<file path="config.mk">
export PLATFORM = sky130hd
export DESIGN_NAME = fab_apb_bridge
export DESIGN_NICKNAME = d
export VERILOG_FILES = /design/src/rtl/fab_apb_pkg.sv /design/src/rtl/fab_apb_decode.sv /design/src/rtl/fab_apb_bridge.sv
export SDC_FILE = /design/constraint.sdc
export NUM_CORES = 1
export LEC_CHECK = 0
export BUFFER_PORTS_ARGS = -buffer_cell sky130_fd_sc_hd__buf_2
export CAP_MARGIN = 30
export CORE_MARGIN = 5
export CORE_UTILIZATION = 43
export CTS_CLUSTER_DIAMETER = 30
export DETAILED_ROUTE_END_ITERATION = 12
export PLACE_DENSITY = 0.82
export SYNTH_ARGS = -nofsm -noshare
export SYNTH_HDL_FRONTEND = slang
export SYNTH_SLANG_ARGS = --single-unit
</file>
<file path="constraint.sdc">
create_clock -name FAB_CLK -period 2.5 [get_ports FAB_CLK]
set_input_delay 0.375 -clock FAB_CLK [delete_from_list [all_inputs] [get_ports FAB_CLK]]
set_output_delay 0.375 -clock FAB_CLK [all_outputs]
set_load 0.1 [all_outputs]
</file>
<file path="src/rtl/fab_apb_pkg.sv">
`timescale 1ns/1ps
// fab_apb_pkg: shared types and constants for the fabric-side APB3 bridge.
package fab_apb_pkg;

  // APB data path width on both the master and the slave side.
  localparam int APB_DW = 32;

  // Width of the saturating error-response counter.
  localparam int ERR_CW = 16;

  // Bridge transaction states.
  typedef enum logic [2:0] {
    IDLE,
    SETUP,
    ACCESS,
    DECERR,
    RESP
  } state_e;

  // Slot-select field width. A single slave still decodes one select bit,
  // so the address tag always starts above the slot field.
  function automatic int sel_width(input int num_slots);
    return (num_slots <= 1) ? 1 : $clog2(num_slots);
  endfunction

endpackage

</file>
<file path="src/rtl/fab_apb_decode.sv">
`timescale 1ns/1ps
// fab_apb_decode: maps a master APB address onto a fabric slave slot.
// Purely combinational. An address is mapped when its tag matches the
// bridge base and its slot field names an existing slave.
module fab_apb_decode
  import fab_apb_pkg::*;
#(
  parameter int                ADDR_W    = 32,
  parameter int                NUM_SLOTS = 4,
  parameter int                SLOT_AW   = 8,
  parameter logic [ADDR_W-1:0] BASE_ADDR = 32'h4005_0000,
  localparam int               SEL_W     = sel_width(NUM_SLOTS)
) (
  input  logic [ADDR_W-1:0] addr_i,
  output logic              hit_o,
  output logic [SEL_W-1:0]  slot_o
);

  // Tag field sits above the per-slave window and the slot select bits.
  localparam int TAG_LO = SLOT_AW + SEL_W;

  // One extra bit so NUM_SLOTS itself is representable (e.g. 16 slots).
  localparam logic [SEL_W:0] SLOT_LIMIT = (SEL_W + 1)'(NUM_SLOTS);

  logic             tag_match;
  logic [SEL_W-1:0] slot;

  // Compare the tag against the base and range-check the slot index.
  always_comb begin
    slot      = addr_i[SLOT_AW +: SEL_W];
    tag_match = (addr_i[ADDR_W-1:TAG_LO] == BASE_ADDR[ADDR_W-1:TAG_LO]);
    hit_o     = tag_match && ({1'b0, slot} < SLOT_LIMIT);
    slot_o    = slot;
  end

endmodule

</file>
<file path="src/rtl/fab_apb_bridge.sv">
`timescale 1ns/1ps
// fab_apb_bridge: fans one MSS APB3 master out to NUM_SLOTS fabric slaves.
// Every transfer is re-registered through a small FSM so the slave bus is
// isolated from the master bus. Adds a per-access timeout, a saturating
// error counter and a one-cycle error interrupt. All outputs are registered.
module fab_apb_bridge
  import fab_apb_pkg::*;
#(
  parameter int                ADDR_W    = 32,
  parameter int                NUM_SLOTS = 4,
  parameter int                SLOT_AW   = 8,
  parameter logic [ADDR_W-1:0] BASE_ADDR = 32'h4005_0000,
  parameter int                TIMEOUT   = 255
) (
  input  logic                        FAB_CLK,
  input  logic                        FAB_RESET,
  // master side
  input  logic [ADDR_W-1:0]           m_paddr,
  input  logic                        m_psel,
  input  logic                        m_penable,
  input  logic                        m_pwrite,
  input  logic [APB_DW-1:0]           m_pwdata,
  output logic [APB_DW-1:0]           m_prdata,
  output logic                        m_pready,
  output logic                        m_pslverr,
  // slave side
  output logic [NUM_SLOTS-1:0]        s_psel,
  output logic [SLOT_AW-1:0]          s_paddr,
  output logic                        s_penable,
  output logic                        s_pwrite,
  output logic [APB_DW-1:0]           s_pwdata,
  input  logic [NUM_SLOTS*APB_DW-1:0] s_prdata,
  input  logic [NUM_SLOTS-1:0]        s_pready,
  input  logic [NUM_SLOTS-1:0]        s_pslverr,
  // error reporting
  output logic [ERR_CW-1:0]           err_count,
  output logic                        err_irq
);

  localparam int SEL_W = sel_width(NUM_SLOTS);
  // Timer must be able to hold TIMEOUT itself; one bit when disabled.
  localparam int TMR_W = (TIMEOUT > 0) ? $clog2(TIMEOUT + 1) : 1;
  localparam logic [TMR_W-1:0] TMR_LIMIT = TMR_W'(TIMEOUT);

  // FSM and transfer context
  state_e             state_q, state_d;
  logic [SLOT_AW-1:0] addr_q, addr_d;
  logic [APB_DW-1:0]  wdata_q, wdata_d;
  logic               write_q, write_d;
  logic [SEL_W-1:0]   slot_q, slot_d;
  logic [TMR_W-1:0]   timer_q, timer_d;

  // Response captured on the transition into RESP
  logic [APB_DW-1:0]  resp_data_d;
  logic               resp_err_d;

  // Registered outputs
  logic [NUM_SLOTS-1:0] s_psel_q, s_psel_d;
  logic                 s_penable_q, s_penable_d;
  logic                 m_pready_q, m_pready_d;
  logic [APB_DW-1:0]    m_prdata_q, m_prdata_d;
  logic                 m_pslverr_q, m_pslverr_d;
  logic [ERR_CW-1:0]    err_cnt_q, err_cnt_d;
  logic                 err_irq_q, err_irq_d;

  // Decode and selected-slave response
  logic              dec_hit;
  logic [SEL_W-1:0]  dec_slot;
  logic [APB_DW-1:0] sel_rdata;
  logic              sel_ready;
  logic              sel_err;

  fab_apb_decode #(
    .ADDR_W    (ADDR_W),
    .NUM_SLOTS (NUM_SLOTS),
    .SLOT_AW   (SLOT_AW),
    .BASE_ADDR (BASE_ADDR)
  ) u_decode (
    .addr_i (m_paddr),
    .hit_o  (dec_hit),
    .slot_o (dec_slot)
  );

  // Pick the ready, error and read data of the slave owning this transfer.
  always_comb begin
    // NOTE: every combinational output gets a default first so no path
    // leaves it unassigned, which would otherwise infer a latch.
    sel_rdata = '0;
    sel_ready = 1'b0;
    sel_err   = 1'b0;
    for (int k = 0; k < NUM_SLOTS; k++) begin
      if (slot_q == SEL_W'(k)) begin
        sel_rdata = s_prdata[k*APB_DW +: APB_DW];
        sel_ready = s_pready[k];
        sel_err   = s_pslverr[k];
      end
    end
  end

  // State, context and output registers with synchronous reset.
  always_ff @(posedge FAB_CLK) begin
    // NOTE: non-blocking assignments so every register samples the values
    // from before this edge regardless of statement order.
    if (FAB_RESET) begin
      state_q     <= IDLE;
      addr_q      <= '0;
      wdata_q     <= '0;
      write_q     <= 1'b0;
      slot_q      <= '0;
      timer_q     <= '0;
      s_psel_q    <= '0;
      s_penable_q <= 1'b0;
      m_pready_q  <= 1'b0;
      m_prdata_q  <= '0;
      m_pslverr_q <= 1'b0;
      err_cnt_q   <= '0;
      err_irq_q   <= 1'b0;
    end else begin
      state_q     <= state_d;
      addr_q      <= addr_d;
      wdata_q     <= wdata_d;
      write_q     <= write_d;
      slot_q      <= slot_d;
      timer_q     <= timer_d;
      s_psel_q    <= s_psel_d;
      s_penable_q <= s_penable_d;
      m_pready_q  <= m_pready_d;
      m_prdata_q  <= m_prdata_d;
      m_pslverr_q <= m_pslverr_d;
      err_cnt_q   <= err_cnt_d;
      err_irq_q   <= err_irq_d;
    end
  end

  // Next-state logic: transfer latching, wait timer and response capture.
  always_comb begin
    state_d     = state_q;
    addr_d      = addr_q;
    wdata_d     = wdata_q;
    write_d     = write_q;
    slot_d      = slot_q;
    timer_d     = timer_q;
    resp_data_d = '0;
    resp_err_d  = 1'b0;

    case (state_q)
      IDLE: begin
        if (m_psel && !m_penable) begin
          addr_d  = m_paddr[SLOT_AW-1:0];
          wdata_d = m_pwdata;
          write_d = m_pwrite;
          slot_d  = dec_slot;
          state_d = dec_hit ? SETUP : DECERR;
        end
      end

      SETUP: begin
        timer_d = '0;
        state_d = ACCESS;
      end

      ACCESS: begin
        // A ready slave wins over a timer that expires in the same cycle.
        if (sel_ready) begin
          resp_data_d = sel_rdata;
          resp_err_d  = sel_err;
          state_d     = RESP;
        end else if ((TIMEOUT != 0) && (timer_q == TMR_LIMIT)) begin
          resp_err_d = 1'b1;
          state_d    = RESP;
        end else begin
          timer_d = timer_q + 1'b1;
        end
      end

      DECERR: begin
        resp_err_d = 1'b1;
        state_d    = RESP;
      end

      RESP: begin
        // The master is released whether or not it still holds psel.
        state_d = IDLE;
      end

      default: begin
        state_d = IDLE;
      end
    endcase
  end

  // Output logic: derived from the next state so outputs leave a register.
  always_comb begin
    logic in_xfer;
    logic in_resp;

    in_xfer = (state_d == SETUP) || (state_d == ACCESS);
    in_resp = (state_d == RESP);

    s_psel_d = '0;
    for (int k = 0; k < NUM_SLOTS; k++) begin
      s_psel_d[k] = in_xfer && (slot_d == SEL_W'(k));
    end
    s_penable_d = (state_d == ACCESS);

    m_pready_d  = in_resp;
    m_prdata_d  = in_resp ? resp_data_d : '0;
    m_pslverr_d = in_resp && resp_err_d;

    err_irq_d = in_resp && resp_err_d;
    err_cnt_d = err_cnt_q;
    if (err_irq_d && (err_cnt_q != '1)) begin
      err_cnt_d = err_cnt_q + 1'b1;
    end
  end

  assign s_psel    = s_psel_q;
  assign s_penable = s_penable_q;
  assign s_paddr   = addr_q;
  assign s_pwrite  = write_q;
  assign s_pwdata  = wdata_q;
  assign m_pready  = m_pready_q;
  assign m_prdata  = m_prdata_q;
  assign m_pslverr = m_pslverr_q;
  assign err_count = err_cnt_q;
  assign err_irq   = err_irq_q;

endmodule

</file>
==> flow_summary.toml, run 1 <==
[route]
ant_nets = 0
wirelength_um = 18320
drcViolationCount = 0
detailroute.via_count = 5088
detailedRoute.firstPassIterationCount = 5
drt_iter0_drc = 445
detail_route.wl_per_cell_um = 19.18
vias_per_cell = 5.328

[global_route]
grt_use_total = 0.2520
grt_start_max_net_pins = 47
antenna_found_initial = 10
gr-total-overflow = 0
grt_first_pass_wirelength_um = 25730
number_of_global_route_vias_before_repair = 4907

[final_layout]
ff_latch_area_mm2 = 0.002185
share_of_final_layout_standard_cells_stronger_than_drive_strength_1 = 0.4702
nets = 1008
mostFrequentLayoutCells = "buf_2 (301), dfxtp_1 (107), nand2_1 (99)"
area_occupied_by_multi_input_gates_mm2 = 0.002557
fillCellCount = 953
area_growth_syn_to_layout_pct = 40.18
commonest_non_fill_non_tap_cell_in_the_layout = "buf_2"

[power]
peak_supply_drop_mv = 0.6226
static-leakage-power_uw = 0.003070
p_per_area_mw_per_mm2 = 625.7

[yosys]
synth_adder_area_share = 0.005115
number_of_enable_flip_flop_cells_after_synthesis = 0
asyncSetResetFlopFracSynth = 0
yosysWarnings = 0
count_of_state_elements_after_synthesis = 109
synth.mux.area_fraction = 0.1793
yosys-top-cells-area = "dfxtp_1 (45%), mux4_2 (16%), nand2_1 (7.6%)"
synth_compound_gate_area_share = 0.09284
post_synth.cell_area_avg_um2 = 9.555
main_combinational_cell_family_by_area_after_synthesis = "simple AND/OR/NAND/NOR gates"
synth_simple_gate_area_frac = 0.2402
post_synth_instance_area_mm2 = 0.004892
synthDistinctLibCells = 42
top_area_cell_type_share_of_the_netlist_area = 0.4460
synth_flop_cell = "dfxtp_1"
synth_largest_area_cell = "dfxtp_1"
synth-xor-area-share = 0.003581
synth_fp_nets = 719
netlist_instances = 512
yosysSeqAreaShare = 0.4460

[setup_path]
critPathLaunchType = "register"
timing.reg2reg.worst_path_depth = 7
critical_path_arrival_ns = 2.56
worstSetupPathType = "register to register"
critPathMaxFanout = 9
worst-endpoint-required_ns = 2.78
end_kind = "register"
timing.reg2reg.setup_slack_ns = 0.22
worstReg2RegEnd = "err_count[12]"
regToRegStartpoint = "timer_q[0]"

[hold_path]
hold_path_startpoint = "m_pwdata[24]"
hold_end = "s_pwdata[24]"
holdPathStages = 3
min-delay-path-class = "input pin to register"

[clock_network]
cts_post_setup_buffers_inserted = 0
post_cts_hold_buffer_count = 0
tritoncts = "built"
cts_max_path_buffers = 2
worstSkewPairLatency_ns = 0.35
cts_root_buf = "clkbuf_16"
tritoncts_num_sinks = 109
cts_htree_levels = 3
post_cts_resized = 0
tritoncts.num_buffers = 9
cts.reportedPaths.clkPinSlew_ns = 0.08

[floorplan]
fp.dieH_um = 116.7
starting_density_of_the_core = 0.4340
design.portCount = 302
core_region_area_mm2 = 0.01127
core.rowCount = 39
floorplan.die_area_mm2 = 0.01361
dieWidth_um = 116.7

[place]
portBuffers = 301
gp_congestion = 0.8898
detailed_placement_hpwl_um = 14530

[run]
timing.max_cap.violations = 0

[timing]
post-route-min-period_ns = 2.277
max-slew-margin-rel = 0.5177
timing.clock.skew_ns = 0.006348
tightest_slew_ns = 0.7203
timing_max_transition_violations_final = 0
setup_repair_after_global_routing_missed_its_margin = "no"
fmaxAchievable_mhz = 439.3
finalHoldViolCount = 0
final-setup-viol-count = 0
final_min_period_over_clock_period = 0.9106
setup-tns-final_ns = 0
hold_ws_ns = 0.2508

[status]
status = "finished, final reports clean"
-- flip-flops by register name (all words and copies together) (netlist names) --
signal	count
m_prdata	32
s_pwdata	32
err_count	16
s_paddr	8
timer_q	8
s_psel	4
state_q	3
slot_q	2
err_irq	1
m_pready	1
s_penable	1
s_pwrite	1
-- final cells by class --
| type | count | area share |
|---|---|---|
| well taps | 143 | 0.02609 |
| clock inverters | 7 | 0.01241 |
| inverters | 6 | 0.003284 |
| flip-flops and latches | 109 | 0.3186 |
| multi-input cells | 363 | 0.3729 |
| repair buffers | 312 | 0.2317 |
| diodes | 6 | 0.002189 |
| clock buffers | 9 | 0.03284 |
-- where the power goes --
group	internal [uW]	switching, uW
combinational	309	663
clock	795	693
sequential	1800	34.3
total	2900	1390
-- kinds of logic (layout without fill, tap and decap cells) --
kind of cell    Yosys count  in the layout
mux                      44             44
buf+inv                  40            334
fa+ha+maj                 2              2
other cells               0              6
compound gates           80             80
flops                   109            109
simple gates            235            235
xor+xnor                  2              2
-- how the worst max path moves through the flow --
stage	from	end
5_1_grt	timer_q[0]	err_count[12]
6_report	timer_q[0]	err_count[12]
4_1_cts	timer_q[0]	err_count[12]
3_3_place_gp	s_pslverr[1]	err_count[12]
3_5_place_dp	s_pslverr[1]	err_count[12]
2_1_floorplan	err_count[2]	err_count[0]
-- routing by layer --
metal	vias to the layer above	GRT usage	wire length, um
li1	2396	-	-
met1	2367	0.2700	6321
met2	271	0.4394	9283
met3	46	0.1036	1981
met4	8	0.1047	669
met5	-	0	59
-- through the flow --
stage                     cells  area [um^2]  setup WS [ns]  total power, uW  utilization
after floorplan             512         4892        0.03839             2546            -
after global placement      933         6533         0.2296             2826       0.5795
after detailed placement    933         6533         0.2161             2839       0.5795
after CTS                   949         6843         0.2317             4325       0.6071
after global routing        955         6858        0.06242             4451       0.6084
final                       955         6858         0.2234             4291       0.6084
-- synth_stat cells, types with 6 or more instances --
cell and count:
a21oi_1 59, buf_2 6, clkbuf_1 22, dfxtp_1 109, inv_1 6, mux2_2 9
mux4_2 34, nand2_1 99, nand2b_1 9, nand3_1 9, nand4_1 6, nor2_1 25
nor2b_1 42, nor3_1 6, nor4_1 12
-- critical path, stage by stage, from the launching register on --
cell	delay, ns
dfxtp_1	0.40
ha_1	0.22
and3_1	0.18
a211o_2	0.19
o211ai_1	0.31
buf_4	0.27
or4_1	0.46
a21oi_1	0.17
(Power assumes the default switching activity.)
==> run 2: changes to the inputs <==
CELL_PAD_IN_SITES_DETAIL_PLACEMENT = 1   (was not set)
CELL_PAD_IN_SITES_GLOBAL_PLACEMENT = 1   (was not set)
CORE_UTILIZATION = 30   (was 43)
PLACE_DENSITY = 0.81   (was 0.82)
==> flow_summary.toml, run 2 (synthesized netlist as in run 1, its figures left out) <==
[clock_network]
tritoncts_num_sinks = 109
cts_post_setup_buffers_inserted = 0
post_cts_resized = 0
post_cts_hold_buffer_count = 0
worstSkewPairLatency_ns = 0.34
tritoncts.num_buffers = 9
cts_max_path_buffers = 2
cts_root_buf = "clkbuf_16"
cts_htree_levels = 3
cts.reportedPaths.clkPinSlew_ns = 0.07
tritoncts = "built"

[global_route]
antenna_found_initial = 4
grt_first_pass_wirelength_um = 27390
number_of_global_route_vias_before_repair = 5215
grt_start_max_net_pins = 56
grt_use_total = 0.1880
gr-total-overflow = 0

[final_layout]
ff_latch_area_mm2 = 0.002185
nets = 1010
area_growth_syn_to_layout_pct = 42.07
mostFrequentLayoutCells = "buf_2 (301), dfxtp_1 (107), nand2_1 (99)"
commonest_non_fill_non_tap_cell_in_the_layout = "buf_2"
share_of_final_layout_standard_cells_stronger_than_drive_strength_1 = 0.4715
layout.cell_area.non_filler_mm2 = 0.006950
fillCellCount = 1925
area_occupied_by_multi_input_gates_mm2 = 0.002557
layout.core_utilization = 0.4360

[timing]
setup-tns-final_ns = 0
final-setup-viol-count = 0
final_min_period_over_clock_period = 0.9015
post-route-min-period_ns = 2.254
max-slew-margin-rel = 0.5964
hold_ws_ns = 0.2615
fmaxAchievable_mhz = 443.7
setup_repair_after_global_routing_missed_its_margin = "no"
tightest_slew_ns = 0.6054
finalHoldViolCount = 0
timing.clock.skew_ns = 0.01162
timing_max_transition_violations_final = 0

[floorplan]
starting_density_of_the_core = 0.3069
fp.dieH_um = 137.7
design.portCount = 302
core.rowCount = 46
core_region_area_mm2 = 0.01594
floorplan.die_area_mm2 = 0.01896
dieWidth_um = 137.7

[route]
vias_per_cell = 4.890
detailroute.via_count = 5022
drcViolationCount = 0
detailedRoute.firstPassIterationCount = 4
drt_iter0_drc = 124
ant_nets = 0
wirelength_um = 19040
detail_route.wl_per_cell_um = 18.54

[place]
detailed_placement_hpwl_um = 15630
gp_congestion = 0.7902
placed_area_mm2 = 0.006651
portBuffers = 301

[status]
status = "finished, final reports clean"

[setup_path]
worst-endpoint-required_ns = 2.73
end_kind = "register"
critPathMaxFanout = 11
critPathLaunchType = "register"
critical_path_arrival_ns = 2.48
worstSetupPathType = "register to register"

[power]
p_total_uw = 4231
p_per_area_mw_per_mm2 = 608.7
static-leakage-power_uw = 0.003073
peak_supply_drop_mv = 0.4589

[run]
timing.max_cap.violations = 0

[hold_path]
min-delay-path-class = "input pin to register"
run 2: cell types whose count changed in the layout (fill, tap and decap cells not counted):
| cell | before | now |
|---|---|---|
| inv_8 | 1 | 0 |
| clkinv_8 | 1 | 0 |
| diode_2 | 6 | 3 |
| clkinvlp_4 | 0 | 1 |
| inv_6 | 1 | 0 |
| clkinv_2 | 2 | 4 |
| buf_12 | 0 | 1 |
| buf_4 | 11 | 12 |
run 2: power by group:
group | internal [uW] | switching, uW | leakage [uW]
combinational | 315 | 671 | 0.00204
clock | 772 | 644 | 0.000145
sequential | 1800 | 31.3 | 0.000885
run 2: metal layers:
layer	part of all wire	vias to the layer above	track usage
met4	0.024	2	0.07355
met1	0.36	2387	0.2017
li1	-	2397	-
met5	0.00068	-	0
met2	0.52	212	0.3438
met3	0.089	24	0.05698
run 2: cell type report:
cell class / count / share of cell area
sequential: 109 / 0.3143
clock buffer: 9 / 0.03240
inverter: 6 / 0.003240
multi-input combinational: 363 / 0.3680
tap: 216 / 0.03888
clock inverter: 7 / 0.009541
antenna: 3 / 0.001080
timing repair buffer: 314 / 0.2326
run 2: final timing paths:
kind | to | slack [ns] | startpoint | cells after the start
worst max-delay path | err_count[4] | 0.25 | timer_q[0] | 6
worst max register to register | err_count[4] | 0.25 | timer_q[0] | 6
worst min-delay path | s_pwdata[7] | 0.26 | m_pwdata[7] | 3
worst min register to register | s_paddr[2] | 0.45 | s_paddr[2] | 2
run 2: per-stage QoR:
step / cells / setup WS, ns
after floorplan: 512 / 0.03839
after global placement: 1008 / 0.2480
after detailed placement: 1008 / 0.2229
after CTS: 1024 / 0.2296
after global routing: 1026 / 0.1142
final: 1027 / 0.2462
run 2: worst max-delay path, stage by stage, from the launching register on:
cell,delay (ns)
dfxtp_1,0.42
ha_1,0.26
and3_1,0.19
a211o_2,0.20
nand2_1,0.26
nor4_1,0.44
mux2_2,0.37
==> run 3: changes to the inputs <==
CELL_PAD_IN_SITES_DETAIL_PLACEMENT = not set   (was 1)
CELL_PAD_IN_SITES_GLOBAL_PLACEMENT = not set   (was 1)
CORE_AREA = 5 5 115 117   (was not set)
CORE_MARGIN = not set   (was 5)
CORE_UTILIZATION = not set   (was 30)
DIE_AREA = 0 0 120 122   (was not set)
PLACE_DENSITY = 0.79   (was 0.81)
clock period = 2.9 ns   (was 2.5 ns; I/O delays follow)
==> flow_summary.toml, run 3 (synthesized netlist as in run 1, its figures left out) <==
[floorplan]
fp.dieH_um = 122
dieWidth_um = 120
core_region_area_mm2 = 0.01226
starting_density_of_the_core = 0.3990
design.portCount = 302
floorplan.die_area_mm2 = 0.01464
core.rowCount = 41

[final_layout]
share_of_final_layout_standard_cells_stronger_than_drive_strength_1 = 0.4677
nets = 1006
finalNonFillerCells = 957
fillCellCount = 1104
commonest_non_fill_non_tap_cell_in_the_layout = "buf_2"
area_growth_syn_to_layout_pct = 40.00
layout.core_utilization = 0.5586
layout.cell_area.non_filler_mm2 = 0.006849
mostFrequentLayoutCells = "buf_2 (301), dfxtp_1 (108), nand2_1 (99)"
ff_latch_area_mm2 = 0.002183
area_occupied_by_multi_input_gates_mm2 = 0.002557

[setup_path]
worstPathBufferInverterCount = 0
worstSetupPathType = "register to register"
timing.reg2reg.setup_slack_ns = 0.57
critPathLaunchType = "register"
critical_path_arrival_ns = 2.57
cell_family_contributing_the_most_delay_on_the_critical_path = "simple AND/OR/NAND/NOR gates"
worst-endpoint-required_ns = 3.14
critical_path.slowest_cell = "nor4b_1"
end_kind = "register"
critPathMaxFanout = 14
critical_path_cell_by_cell = "ha_1 > and3_1 > a211o_2 > o211ai_1 > nor4b_1 > mux2_2"
critical-path-max-stage-delay_ns = 0.41

[clock_network]
worstSkewPairLatency_ns = 0.35
cts_root_buf = "clkbuf_16"
cts_max_path_buffers = 2
tritoncts_num_sinks = 109
cts_htree_levels = 3
cts.reportedPaths.clkPinSlew_ns = 0.08
cts_post_setup_buffers_inserted = 0
post_cts_hold_buffer_count = 0
post_cts_resized = 0
tritoncts = "built"
tritoncts.num_buffers = 9

[timing]
setup_repair_after_global_routing_missed_its_margin = "no"
finalHoldViolCount = 0
final_min_period_over_clock_period = 0.8020
final-setup-viol-count = 0
final_critical_path_setup_slack_ns = 0.5742
tightest_slew_ns = 0.9682
max-slew-margin-rel = 0.3517
setup-tns-final_ns = 0
post-route-min-period_ns = 2.326
timing_max_transition_violations_final = 0
timing.clock.skew_ns = 0.005801
fmaxAchievable_mhz = 430.0

[route]
ant_nets = 0
vias_per_cell = 5.183
detail_route.wl_per_cell_um = 17.36
drt_iter0_drc = 298
wirelength_um = 16610
detailroute.via_count = 4960
detailedRoute.firstPassIterationCount = 4
drcViolationCount = 0

[global_route]
grt_start_max_net_pins = 47
number_of_global_route_vias_before_repair = 4615
grt_use_total = 0.2143
antenna_found_initial = 3
grt_first_pass_wirelength_um = 24420
gr-total-overflow = 0

[power]
peak_supply_drop_mv = 0.5449
static-leakage-power_uw = 0.003057
p_per_area_mw_per_mm2 = 537.9

[place]
gp_congestion = 0.8577
portBuffers = 301
detailed_placement_hpwl_um = 13180
placed_cells_incl_taps = 938
placed_area_mm2 = 0.006525
place_worst_setup_slack_ns = 0.3568

[hold_path]
min-delay-path-class = "input pin to register"

[run]
timing.max_cap.violations = 0

[status]
status = "finished, final reports clean"
-- run 3: cell types whose count changed in the layout (fill, tap and decap cells not counted), sizes merged --
cell,delta
buf,-4
clkinv,-3
inv,+3
-- run 3: report_power, final --
group	switching, uW	total (uW)	internal, uW
registers	30.7	1580	1550
clock network	590	1280	691
logic	561	824	263
-- run 3: path summary, 6_finish.rpt --
| check | from | end | depth (start not counted) |
|---|---|---|---|
| hold / removal | m_pwdata[29] | s_pwdata[29] | 3 |
| setup reg to reg | timer_q[0] | err_count[10] | 6 |
| hold reg to reg | s_pwdata[4] | s_pwdata[4] | 2 |
| setup / recovery | timer_q[0] | err_count[10] | 6 |
-- run 3: routing by layer --
metal  up-vias  track usage  part of all wire
met5         -            0                 0
met4         0      0.07158             0.024
met3        23      0.08403             0.095
met2       229       0.3632              0.51
met1      2310       0.2489              0.37
li1       2398            -                 -
-- run 3: layout make-up --
cell class                 instances  area share
timing repair buffer             310      0.2298
antenna                            3    0.001096
clock buffer                       9     0.03288
tap                              150     0.02740
inverter                           6    0.003288
clock inverter                     7     0.01334
sequential                       109      0.3188
multi-input combinational        363      0.3734
-- run 3: metrics by stage --
step / hold WS (ns) / power, uW
6_report: 0.3120 / 3684
3_3_place_gp: 0.4383 / 2430
5_1_grt: 0.2907 / 3866
2_1_floorplan: 0.4477 / 2195
3_5_place_dp: 0.4430 / 2437
4_1_cts: 0.2957 / 3729
-- run 3: tightest hold or removal path, cell delays in order --
cell and delay, ns:
buf_2 0.09, nand2_1 0.04, a21oi_1 0.05
